## src/rtl/dit_ntt_scheduler_pkg.sv

```systemverilog
// Shared types and latency constants for the DIT NTT scheduler.
// Latency: n/a; no backpressure.
package dit_ntt_scheduler_pkg;

    localparam int INTMUL_DELAY   = 1;
    localparam int MODRED_DELAY   = 1;
    localparam int BF_LATENCY_DEF = INTMUL_DELAY + MODRED_DELAY + 2;

    typedef enum logic [1:0] {
        IDLE  = 2'd0,
        ISSUE = 2'd1,
        DRAIN = 2'd2,
        DONE  = 2'd3
    } state_t;

endpackage

```

## src/rtl/delay_n_cycles.sv

```systemverilog
// Fixed-length register delay line; reset clears every stage.
// Latency: N cycles; no backpressure (accepts a word every cycle).
module delay_n_cycles #(
    parameter int W = 1,
    parameter int N = 1
) (
    input  logic         clk,
    input  logic         reset,
    input  logic [W-1:0] d,
    output logic [W-1:0] q
);

    logic [W-1:0] pipe [N];

    always_ff @(posedge clk) begin
        if (reset) begin
            for (int i = 0; i < N; i++) pipe[i] <= '0;
        end else begin
            pipe[0] <= d;
            for (int i = 1; i < N; i++) pipe[i] <= pipe[i-1];
        end
    end

    assign q = pipe[N-1];

endmodule

```

## src/rtl/ntt_addr_gen.sv

```systemverilog
// Maps (stage, pair index, op) to butterfly read addresses and twiddle index.
// Latency: combinational; no backpressure.
module ntt_addr_gen #(
    parameter int LOG_N = 8
) (
    input  logic             op,
    input  logic [LOG_N-1:0] s,
    input  logic [LOG_N-1:0] k,
    output logic [LOG_N-1:0] rd_addr_a,
    output logic [LOG_N-1:0] rd_addr_b,
    output logic [LOG_N-2:0] tw_addr
);

    localparam logic [LOG_N-1:0] ONE = LOG_N'(1);

    logic [LOG_N-1:0] half;
    logic [LOG_N-1:0] j;
    logic [LOG_N-1:0] g;
    logic [LOG_N-1:0] base;

    always_comb begin
        half = ONE << s;
        j    = k & (half - ONE);
        g    = k >> s;
        // Group g spans 2*half words; j is the offset inside its lower half.
        base = (g << (s + 1)) | j;

        rd_addr_a = base;
        rd_addr_b = base + half;
        tw_addr   = j[LOG_N-2:0] << (LOG_N - 1 - s);
        if (op) begin
            rd_addr_a = k;
            rd_addr_b = k;
            tw_addr   = '0;
        end
    end

endmodule

```

## src/rtl/dit_ntt_scheduler.sv

```systemverilog
// Drives one butterfly through an in-place radix-2 DIT NTT (or a pointwise scale pass) over RAM.
// Latency: reads issue 1/cycle, writes land 1+BF_LATENCY later; stages drain fully, no backpressure.
module dit_ntt_scheduler
    import dit_ntt_scheduler_pkg::*;
#(
    parameter int LOG_N      = 8,
    parameter int BF_LATENCY = BF_LATENCY_DEF
) (
    input  logic             clk,
    input  logic             reset,
    input  logic             start,
    input  logic             op,
    output logic             busy,
    output logic             done,
    output logic [LOG_N-1:0] stage,
    output logic             rd_en,
    output logic [LOG_N-1:0] rd_addr_a,
    output logic [LOG_N-1:0] rd_addr_b,
    output logic [LOG_N-2:0] tw_addr,
    output logic             bf_mode,
    output logic             bf_swap,
    output logic             wr_en_a,
    output logic             wr_en_b,
    output logic [LOG_N-1:0] wr_addr_a,
    output logic [LOG_N-1:0] wr_addr_b
);

    localparam int               DW         = $clog2(BF_LATENCY + 1) + 1;
    localparam logic [LOG_N-1:0] ONE        = LOG_N'(1);
    localparam logic [LOG_N-1:0] K_LAST_NTT = {1'b0, {(LOG_N-1){1'b1}}};
    localparam logic [LOG_N-1:0] K_LAST_SCL = '1;
    localparam logic [LOG_N-1:0] S_LAST     = LOG_N'(LOG_N - 1);
    localparam logic [DW-1:0]    DRAIN_LAST = DW'(BF_LATENCY);

    typedef struct packed {
        logic             vld;
        logic             op;
        logic [LOG_N-1:0] addr_a;
        logic [LOG_N-1:0] addr_b;
    } wb_t;

    state_t           state, state_nxt;
    logic [LOG_N-1:0] s, k;
    logic             op_q;
    logic [DW-1:0]    drain_cnt;
    logic [LOG_N-1:0] gen_a, gen_b;
    logic [LOG_N-2:0] gen_tw;
    logic             k_at_last, drain_done, last_pass;
    wb_t              wb_in, wb_out;

    ntt_addr_gen #(.LOG_N(LOG_N)) u_addr_gen (
        .op        (op_q),
        .s         (s),
        .k         (k),
        .rd_addr_a (gen_a),
        .rd_addr_b (gen_b),
        .tw_addr   (gen_tw)
    );

    assign k_at_last  = (k == (op_q ? K_LAST_SCL : K_LAST_NTT));
    assign drain_done = (drain_cnt == DRAIN_LAST);
    assign last_pass  = op_q || (s == S_LAST);

    always_ff @(posedge clk) begin
        if (reset) state <= IDLE;
        else       state <= state_nxt;
    end

    always_comb begin
        state_nxt = state;
        busy      = 1'b0;
        done      = 1'b0;
        rd_en     = 1'b0;
        case (state)
            IDLE: begin
                if (start) state_nxt = ISSUE;
            end
            ISSUE: begin
                busy  = 1'b1;
                rd_en = 1'b1;
                if (k_at_last) state_nxt = DRAIN;
            end
            DRAIN: begin
                busy = 1'b1;
                // Exit the cycle the last write lands so the next pass reads fresh data.
                if (drain_done) state_nxt = last_pass ? DONE : ISSUE;
            end
            DONE: begin
                done      = 1'b1;
                state_nxt = IDLE;
            end
            default: state_nxt = IDLE;
        endcase
    end

    always_ff @(posedge clk) begin
        if (reset) begin
            s         <= '0;
            k         <= '0;
            op_q      <= 1'b0;
            drain_cnt <= '0;
            bf_mode   <= 1'b0;
            bf_swap   <= 1'b0;
        end else begin
            bf_mode <= rd_en & op_q;
            bf_swap <= rd_en & op_q;
            case (state)
                IDLE: begin
                    if (start) begin
                        op_q <= op;
                        s    <= '0;
                        k    <= '0;
                    end
                end
                ISSUE: begin
                    k         <= k + ONE;
                    drain_cnt <= '0;
                end
                DRAIN: begin
                    drain_cnt <= drain_cnt + DW'(1);
                    if (drain_done) begin
                        k <= '0;
                        if (!last_pass) s <= s + ONE;
                    end
                end
                DONE:    s <= '0;
                default: ;
            endcase
        end
    end

    assign stage     = s;
    assign rd_addr_a = rd_en ? gen_a  : '0;
    assign rd_addr_b = rd_en ? gen_b  : '0;
    assign tw_addr   = rd_en ? gen_tw : '0;

    assign wb_in = '{vld: rd_en, op: op_q, addr_a: rd_addr_a, addr_b: rd_addr_b};

    delay_n_cycles #(.W($bits(wb_t)), .N(1 + BF_LATENCY)) u_wb_delay (
        .clk   (clk),
        .reset (reset),
        .d     (wb_in),
        .q     (wb_out)
    );

    assign wr_en_a   = wb_out.vld;
    assign wr_en_b   = wb_out.vld & ~wb_out.op;
    assign wr_addr_a = wb_out.addr_a;
    assign wr_addr_b = wb_out.addr_b;

endmodule

```

## config.mk

```make
export PLATFORM = sky130hd
export DESIGN_NAME = dit_ntt_scheduler
export DESIGN_NICKNAME = d
export VERILOG_FILES = /design/src/rtl/dit_ntt_scheduler_pkg.sv /design/src/rtl/delay_n_cycles.sv /design/src/rtl/ntt_addr_gen.sv /design/src/rtl/dit_ntt_scheduler.sv
export SDC_FILE = /design/constraint.sdc
export NUM_CORES = 1
export LEC_CHECK = 0
export CORE_MARGIN = 10
export CORE_UTILIZATION = 52
export CTS_CLUSTER_SIZE = 10
export DETAILED_ROUTE_END_ITERATION = 8
export GPL_TIMING_DRIVEN = 0
export PLACE_DENSITY = 0.88
export SKIP_CTS_REPAIR_TIMING = 1
export SYNTH_ARGS = -nofsm -noshare
export SYNTH_HDL_FRONTEND = slang
export SYNTH_HIERARCHICAL = 1
export SYNTH_SLANG_ARGS = --single-unit
export TNS_END_PERCENT = 1
```

## constraint.sdc

```tcl
create_clock -name clk -period 4.9 [get_ports clk]
set_clock_uncertainty 0.05 [all_clocks]
set_input_delay 0.98 -clock clk [delete_from_list [all_inputs] [get_ports clk]]
set_output_delay 0.98 -clock clk [all_outputs]
set_load 0.05 [all_outputs]
```

## After elaboration in Yosys (flattened, before gate mapping)

Memories as Yosys holds them, arrays and structs flattened.
Cells that the tools add are included.

- Bits in registers: 24
- Output and inout port bits: 54
- Bits in writable memories: 90
- Memories: 1

Memory list:

| memory | depth | bits a word | rd ports | clocked after Yosys merged registers in | wr ports | line | text |
|---|---|---|---|---|---|---|---|
| u_wb_delay.pipe | 5 | 18 | 5 | 0 | 5 | delay_n_cycles.sv:13 | `logic [W-1:0] pipe [N];` |

- Bitwise operators: 10
- Muxes and demuxes: 30
- Equality and inequality tests: 10
- Reductions and logical operators: 10
- Shift operators: 4
- Add/subtract/negate cells: 7

Operators by type and width:

| kind | count |
|---|---|
| 18-bit 2-to-1 mux | 5 |
| 8-bit 2-to-1 mux | 9 |
| 8-bit one-hot mux with 3 select lines | 2 |
| 7-bit by 32-bit << shifter with 7-bit output | 1 |
| 8-bit by 32-bit << shifter with 8-bit output | 1 |
| 8-bit by 1-bit adder with 8-bit output, second input constant | 2 |
| 7-bit 2-to-1 mux | 2 |
| 8-bit by 1-bit adder with 9-bit output, second input constant | 1 |
| 3-bit by 8-bit subtractor with 9-bit output, first input constant | 1 |
| 8-bit adder | 1 |
| 8-bit bitwise AND | 1 |
| 8-bit by 3-bit == test with 1-bit output, second input constant | 1 |
| 8-bit == test | 1 |
| 2-bit 2-to-1 mux | 4 |
| 2-bit != test, second input constant | 4 |
| 8-bit bitwise OR | 1 |
| 2-bit one-hot mux with 4 select lines | 1 |
| 4-bit one-hot mux with 2 select lines | 1 |
| 1-bit by 8-bit << shifter with 8-bit output, first input constant | 1 |
| 8-bit by 8-bit >> shifter with 8-bit output | 1 |
| 8-bit by 1-bit subtractor with 8-bit output, second input constant | 1 |
| 1-bit 2-to-1 mux | 6 |
| 3-bit AND reduction | 2 |
| 3-bit nonzero test | 2 |
| 13 further kinds | 19 |

## Depth between registers and ports, before layout

Gate-level depths: netlist (run 1).

- Depth after elaboration: 8
- Depth in mapped cells: 20
- Depth with buffers taken out: 17

## Cells and area by module

Netlist (run 1), hierarchy kept.

By module, submodules not included:

| module | cells each | sequential area each (um^2) | area each (um^2) | times used |
|---|---|---|---|---|
| delay_n_cycles | 208 | 1,801.7 | 2,612.5 | 1 |
| ntt_addr_gen | 255 | 0.0 | 1,647.8 | 1 |
| dit_ntt_scheduler | 179 | 480.5 | 1,463.9 | 1 |

## Worst setup path before layout (run 1)

Ideal clock, no wire load.

- Path type: register to output
- Start point: reg s[0] (netlist: stage[0])
- End point: out rd_addr_b[7]
- Setup slack: -0.366 ns
- Stages on the path, launching flop included: 20
- Arrival time: 4.236 ns
- Cells stage by stage: dfxtp_1 -> buf_2 -> inv_2 -> clkbuf_1 -> nor2_1 -> nand2_1 -> ha_1 -> clkbuf_1 -> nor4_1 -> o21ai_1 -> a21boi_2 -> o21bai_1 -> ha_1 -> nand3_1 -> o21bai_1 -> nor4b_1 -> o21ai_0 -> a311o_1 -> and3_1 -> and2_1

- Longest elaborated chain between the ends: 7
- Elaborated cells between the ends (all ways): 10
- Classes of those cells: add/sub (3); shift (3); mux (2); bitwise (2)

Ends and longest elaborated chain:

| item | line | text |
|---|---|---|
| start, declared | dit_ntt_scheduler.sv:43 | `logic [LOG_N-1:0] s, k;` |
| start signal, assigned | dit_ntt_scheduler.sv:123 | `if (!last_pass) s <= s + ONE;` |
| branches (longest 4 deep; another with 8-bit by 1-bit adder with 9-bit output) | -- |  |
| 8-bit adder (*) | ntt_addr_gen.sv:29 | `rd_addr_b = base + half;` |
| 8-bit 2-to-1 mux (*) | ntt_addr_gen.sv:31 | `if (op) begin` |
| via gen_b[7] | dit_ntt_scheduler.sv:46 | `logic [LOG_N-1:0] gen_a, gen_b;` |
| 8-bit 2-to-1 mux (*) | dit_ntt_scheduler.sv:134 | `assign rd_addr_b = rd_en ? gen_b : '0;` |
| end, declared | dit_ntt_scheduler.sv:18 | `output logic [LOG_N-1:0] rd_addr_b,` |

Mark *: on every way through the listed nets, which the timed path passes.

## Final worst setup path (run 1)

- Start point: reg s[7] (netlist: stage[7])
- End point: out rd_addr_b[7]

The elaborated chain is that of the path after synthesis.

==> results of run 1 <==
-- state kept, by name, indices dropped and copies added, names as in the netlist --
name / cells
op_q: 1
drain_cnt: 4
state: 2
bf_swap: 1
stage: 8
u_wb_delay/pipe: 90
k: 8
-- critical path: stages, from the launching register on --
cell and delay (ns):
dfxtp_2 0.34, or4_4 0.55, buf_12 0.16, nor2_4 0.17, nand2_2 0.10, ha_4 0.20
and2_4 0.16, o21ai_2 0.13, a21boi_2 0.09, o21bai_1 0.17, ha_1 0.34, nand3_2 0.09
o21bai_2 0.07, nor4b_2 0.24, buf_4 0.16, o21ai_1 0.06, a311o_1 0.26, and3_1 0.14
and2_4 0.17, buf_8 0.15
-- worst paths after layout --
path | startpoint | end | slack, ns | cells past startpoint
worst max register to register | stage[7] | u_wb_delay/pipe[0][7] | 0.97 | 19
worst min register to register | u_wb_delay/pipe[0][7] | u_wb_delay/pipe[0][25] | 0.38 | 1
worst max-delay path | stage[7] | rd_addr_b[7] | -0.42 | 19
worst min-delay path | u_wb_delay/pipe[0][7] | u_wb_delay/pipe[0][25] | 0.38 | 1
-- cell type report --
type,count,area share (%)
Clock buffer,19,6.015
Timing Repair Buffer,71,9.235
Sequential cell,114,31.27
Inverter,18,0.9201
Multi-Input combinational cell,456,42.82
Buffer,53,5.299
Clock inverter,13,2.062
Tap cell,140,2.385
-- layer usage --
layer / share of wire [%] / track usage, % / vias to the layer above
met5: 0 / 0 / -
met3: 5.5 / 6.128 / 25
li1: - / - / 2389
met4: 2.5 / 9.621 / 0
met1: 41 / 21.93 / 2330
met2: 50 / 32.04 / 171
-- power groups by stage --
stage | combinational (mW) | clock (mW) | sequential [mW]
CTS | 0.653 | 1.24 | 1.01
finish | 0.683 | 1.22 | 1.01
global route | 0.744 | 1.29 | 1.01
floorplan | 0.474 | 0 | 1.01
detailed placement | 0.646 | 0 | 1.03
global placement | 0.629 | 0 | 1.02
-- synthesized netlist by cell type (6+ instances only) --
| master | instances | share of area [%] |
|---|---|---|
| dfxtp_1 | 114 | 40 |
| nor2b_1 | 95 | 10 |
| nand2_1 | 41 | 2.7 |
| nor2_1 | 31 | 2.0 |
| a21oi_1 | 28 | 2.4 |
| and2_1 | 26 | 2.8 |
| o21ai_0 | 23 | 2.0 |
| ha_1 | 21 | 4.6 |
| nand3_1 | 21 | 1.8 |
| buf_4 | 20 | 2.6 |
| inv_1 | 17 | 1.1 |
| clkbuf_1 | 13 | 0.85 |
| nor3_1 | 13 | 1.1 |
| buf_6 | 11 | 2.2 |
| o21ai_1 | 11 | 0.96 |
| mux2i_1 | 9 | 1.6 |
| a31oi_1 | 8 | 0.87 |
| buf_2 | 8 | 0.70 |
| nand2b_1 | 7 | 0.76 |
| xnor2_1 | 7 | 1.1 |
| a32o_1 | 6 | 1.0 |
| and3_1 | 6 | 0.66 |
| o21bai_1 | 6 | 0.79 |
| xor2_1 | 6 | 0.92 |
-- kinds of logic after synthesis --
kind of cell / count (synthesis)
AND/OR/NAND/NOR: 282
AO/OA/AOI/OAI: 124
XOR/XNOR: 13
adder cells (fa/ha/maj): 22
buffers and inverters: 72
multiplexers: 15
flip-flops: 114
-- through the flow --
stage | power, mW | TNS, ns | hold WS (ns) | setup slack, ns | utilization [%]
after floorplan | 1.487 | 0 | 0.3638 | 0.02582 | -
after global placement | 1.651 | -3.822 | 0.3651 | -1.223 | 60.02
after detailed placement | 1.672 | -3.889 | 0.3723 | -1.233 | 60.02
after CTS | 2.898 | -11.26 | 0.3858 | -1.817 | 65.51
after global routing | 3.043 | -1.362 | 0.4021 | -0.5851 | 68.04
final | 2.907 | -0.7064 | 0.3820 | -0.4218 | 68.04
==> results.yml, run 1 <==
drt:
  vias: 4915
  ant_nets: 0
  drt-total-wl_um: 15240
  via_per_inst: 5.560
  wire_per_inst_um: 17.24
  first_pass_iters: 7
  drc_errors: 0
  drt_iter0_markers: 310
finish:
  layout_commonest_cell: "dfxtp_1"
  antenna_cells: 0
  final-seq-area_um2: 2296
  final_cells: 884
  final_design_area_no_fill_um2: 7343
  final_cell_mix: "105 x dfxtp_1, 95 x nor2b_1, 43 x clkdlybuf4s50_1"
  drive_gt1_share_pct: 20.70
  syn_to_final_growth_pct: 28.28
  multi_input_area_um2: 3144
  nNetsFinal: 757
  fillers: 841
sta:
  slew_headroom_pct: 45.91
  hold_violations: 0
  fin_crit_sh_pct: 108.6
  finalWorstSetupSlack_ns: -0.4218
  setup_viol_count_final: 2
  rsz0062_at_grt: "yes"
  max_freq_mhz: 187.9
  fin_crit_ns: 5.322
  maxSlewViolCount: 0
  worst_pin_slew_ns: 0.8065
power:
  switching_share_pct: 32.23
  clkPwrFrac_pct: 41.9
  p_int_mw: 1.970
  p_leak_nw: 3.035
  pwr-share-seq_pct: 34.7
  p_comb_share_pct: 23.5
  p_switching_mw: 0.9370
  ir_drop_uv: 378.2
  power_density_nw_per_um2: 395.9
status:
  violations: "negative setup slack"
  status: "complete, but fails checks"
clocking:
  numClockSinks: 114
  cts_buffer_depth: 2
  h-tree-depth: 4
  clkLatencyLatePin_ns: 0.51
  root_buffer: "clkbuf_8"
  cts_tree: "built"
  cts_inserted_buffers: 17
  cts.reportedPaths.clkPinSlew_ns: 0.06
synth:
  synth_edf_count: 0
  synth_top_family_by_area: "simple AND/OR/NAND/NOR gates"
  synth_warnings: 6
  ys_types: 66
  synth_cells: 642
  async_reset_ff_share_pct: 0
  syn_nets: 668
  yosys.area_share.simple_pct: 28.28
  synthAdderAreaFrac_pct: 4.940
  avgSynthCellArea_um2: 8.916
  synth_mux_area_share_pct: 2.951
  yosysSeqAreaShare_pct: 39.87
  synth_compound_area_share_pct: 14.32
  syn_area_um2: 5724
  synth_xor_area_share_pct: 1.989
  ys_ff_latch: 114
  synthFlopType: "dfxtp_1"
worst_setup_path:
  endpoint_kind: "output port"
  setup.worst_path.class: "reg2out"
  cp_max_fo: 6
  worstPathArrival_ns: 4.29
  start_kind: "flop"
  critPathRequiredTime_ns: 3.87
global_route:
  grt_overflow: 0
  grtUsageTotal_pct: 19.29
  grt_pass1_vias: 4857
  antenna_found_initial: 0
  grt_first_pass_wirelength_um: 24790
  grt_max_degree: 17
placement:
  io_buffers: 56
  place.gp.congestion: 0.9490
  dp_cells: 838
  dp_hpwl_um: 10480
  placed_area_um2: 6477
floorplan:
  rows: 38
  core_area_um2: 10790
  die_w_um: 124.9
  die_y_um: 124.9
  start_util_pct: 53.04
  ios: 58
  dieArea_um2: 15610
hold_path:
  hp-class: "reg2reg"
run:
  maxCapViolCount: 0
Power figures use the tool's default switching activity.
==> inputs of run 2 (changes only) <==
Settings changed: PLACE_DENSITY 0.88 to 0.75.
==> run 2 against run 1 <==
The flow still finishes with violations (negative setup slack). First-iteration DRC count is 10% higher. Utilization shrank 0.12 points. Combinational power decreased by 2%. Hold slack got worse by 0.0025 ns. Largest cell class unchanged. Highest routed layer unchanged.
==> results.yml, run 2 (synthesis results as in run 1) <==
drt:
  drt_iter0_markers: 342
  first_pass_iters: 5
  drc_errors: 0
  ant_nets: 0
  wl_met2_um: 7194
  wire_per_inst_um: 16.34
  vias: 4826
  wl_met1_um: 5942
  drt-total-wl_um: 14430
  via_per_inst: 5.465
  maxUsedRoutingLayer: "met4"
  route.met3.wl_um: 932
global_route:
  grt_first_pass_wirelength_um: 22910
  grt_overflow: 0
  grt_max_degree: 17
  grtUsageTotal_pct: 17.74
  grt_pass1_vias: 4509
  antenna_found_initial: 0
floorplan:
  start_util_pct: 53.04
  rows: 38
  die_y_um: 124.9
  die_w_um: 124.9
  core_area_um2: 10790
  ios: 58
  dieArea_um2: 15610
placement:
  io_buffers: 56
  preCtsSetupSlack_ns: -1.193
  dp_hpwl_um: 10210
  place.gp.congestion: 0.9171
clocking:
  cts_inserted_buffers: 17
  numClockSinks: 114
  clkLatencyLatePin_ns: 0.50
  cts_buffer_depth: 2
  h-tree-depth: 4
  cts_tree: "built"
  root_buffer: "clkbuf_8"
  cts.reportedPaths.clkPinSlew_ns: 0.06
power:
  p_leak_nw: 3.050
  power_density_nw_per_um2: 388.9
  ir_drop_uv: 290.0
worst_setup_path:
  cp_max_fo: 8
  endpoint_kind: "output port"
  worstPathArrival_ns: 4.43
  critPathRequiredTime_ns: 3.87
  start_kind: "flop"
  setup.worst_path.class: "reg2out"
finish:
  largest_reg_flops: 90
  final_cell_mix: "106 x dfxtp_1, 95 x nor2b_1, 44 x clkdlybuf4s50_1"
  fin_util_pct: 67.92
  nNetsFinal: 756
  regMostFlops: "u_wb_delay/pipe"
  syn_to_final_growth_pct: 28.07
  drive_gt1_share_pct: 19.25
  layout_commonest_cell: "dfxtp_1"
  antenna_cells: 0
hold_path:
  hp-class: "reg2reg"
sta:
  slew_headroom_pct: 49.15
  max_freq_mhz: 183.3
  worst_pin_slew_ns: 0.7582
  fin_crit_sh_pct: 111.3
  tns_ns: -1.045
  fin_crit_ns: 5.456
  finalWorstSetupSlack_ns: -0.5561
  setup_viol_count_final: 4
  rsz0062_at_grt: "yes"
  hold_violations: 0
  maxSlewViolCount: 0
status:
  status: "complete, but fails checks"
  violations: "negative setup slack"
run:
  maxCapViolCount: 0
[run 2: area by class of cell]
class                   instances  area [um^2]
inverters                      18        67.56
multi-input cells             456         3146
clock inverters                 8        101.3
flip-flops and latches        114         2300
clock buffers                  24        480.5
repair buffers                 70        671.9
well taps                     140        175.2
plain buffers                  53        389.1
fillers                       837         3462
[run 2: power breakdown]
group	switching (mW)	internal, mW	total [mW]
Combinational	0.425	0.247	0.672
Sequential	0.0450	0.964	1.01
Clock	0.396	0.775	1.17
Total	0.866	1.99	2.85
[run 2: critical path, stage by stage, from the launching register on]
cell and delay (ns):
dfxtp_4 0.35, or4_4 0.54, buf_12 0.16, nor2_4 0.16, nand2_2 0.11, ha_4 0.21, nor4_4 0.24, o21ai_2 0.08
a21boi_2 0.20, o21bai_1 0.15, ha_1 0.28, nand3_2 0.11, o21bai_4 0.07, nor4b_4 0.36, o21ai_1 0.10, a311o_1 0.32
and3_1 0.14, and2_4 0.17, buf_8 0.15
[run 2: stage by stage]
step	power (mW)	area, um^2	std cells	hold slack (ns)
after floorplan	1.487	5742	642	0.3638
after global placement	1.647	6477	838	0.3648
after detailed placement	1.664	6477	838	0.3704
after CTS	2.843	7059	870	0.3815
after global routing	2.981	7331	883	0.3924
final	2.851	7331	883	0.3796
[run 2: worst paths after layout]
path                                       startpoint                     end  slack [ns]  depth (start not counted)
worst max-delay path                         stage[7]            rd_addr_b[7]       -0.56                         18
worst min-delay path            u_wb_delay/pipe[0][8]  u_wb_delay/pipe[0][26]        0.38                          1
worst max register to register               stage[7]   u_wb_delay/pipe[0][7]        0.84                         18
worst min register to register  u_wb_delay/pipe[0][8]  u_wb_delay/pipe[0][26]        0.38                          1
[run 2: layer usage]
metal | vias to the layer above | global-route usage (%)
li1 | 2377 | -
met4 | 0 | 6.707
met5 | - | 0
met2 | 168 | 30.61
met3 | 31 | 5.106
met1 | 2250 | 20.35
==> inputs of run 3 (changes only) <==
Settings changed: SLEW_MARGIN from default to 20.
==> results of run 3 <==
Final layout, timing and power as in run 2 (identical DEF).
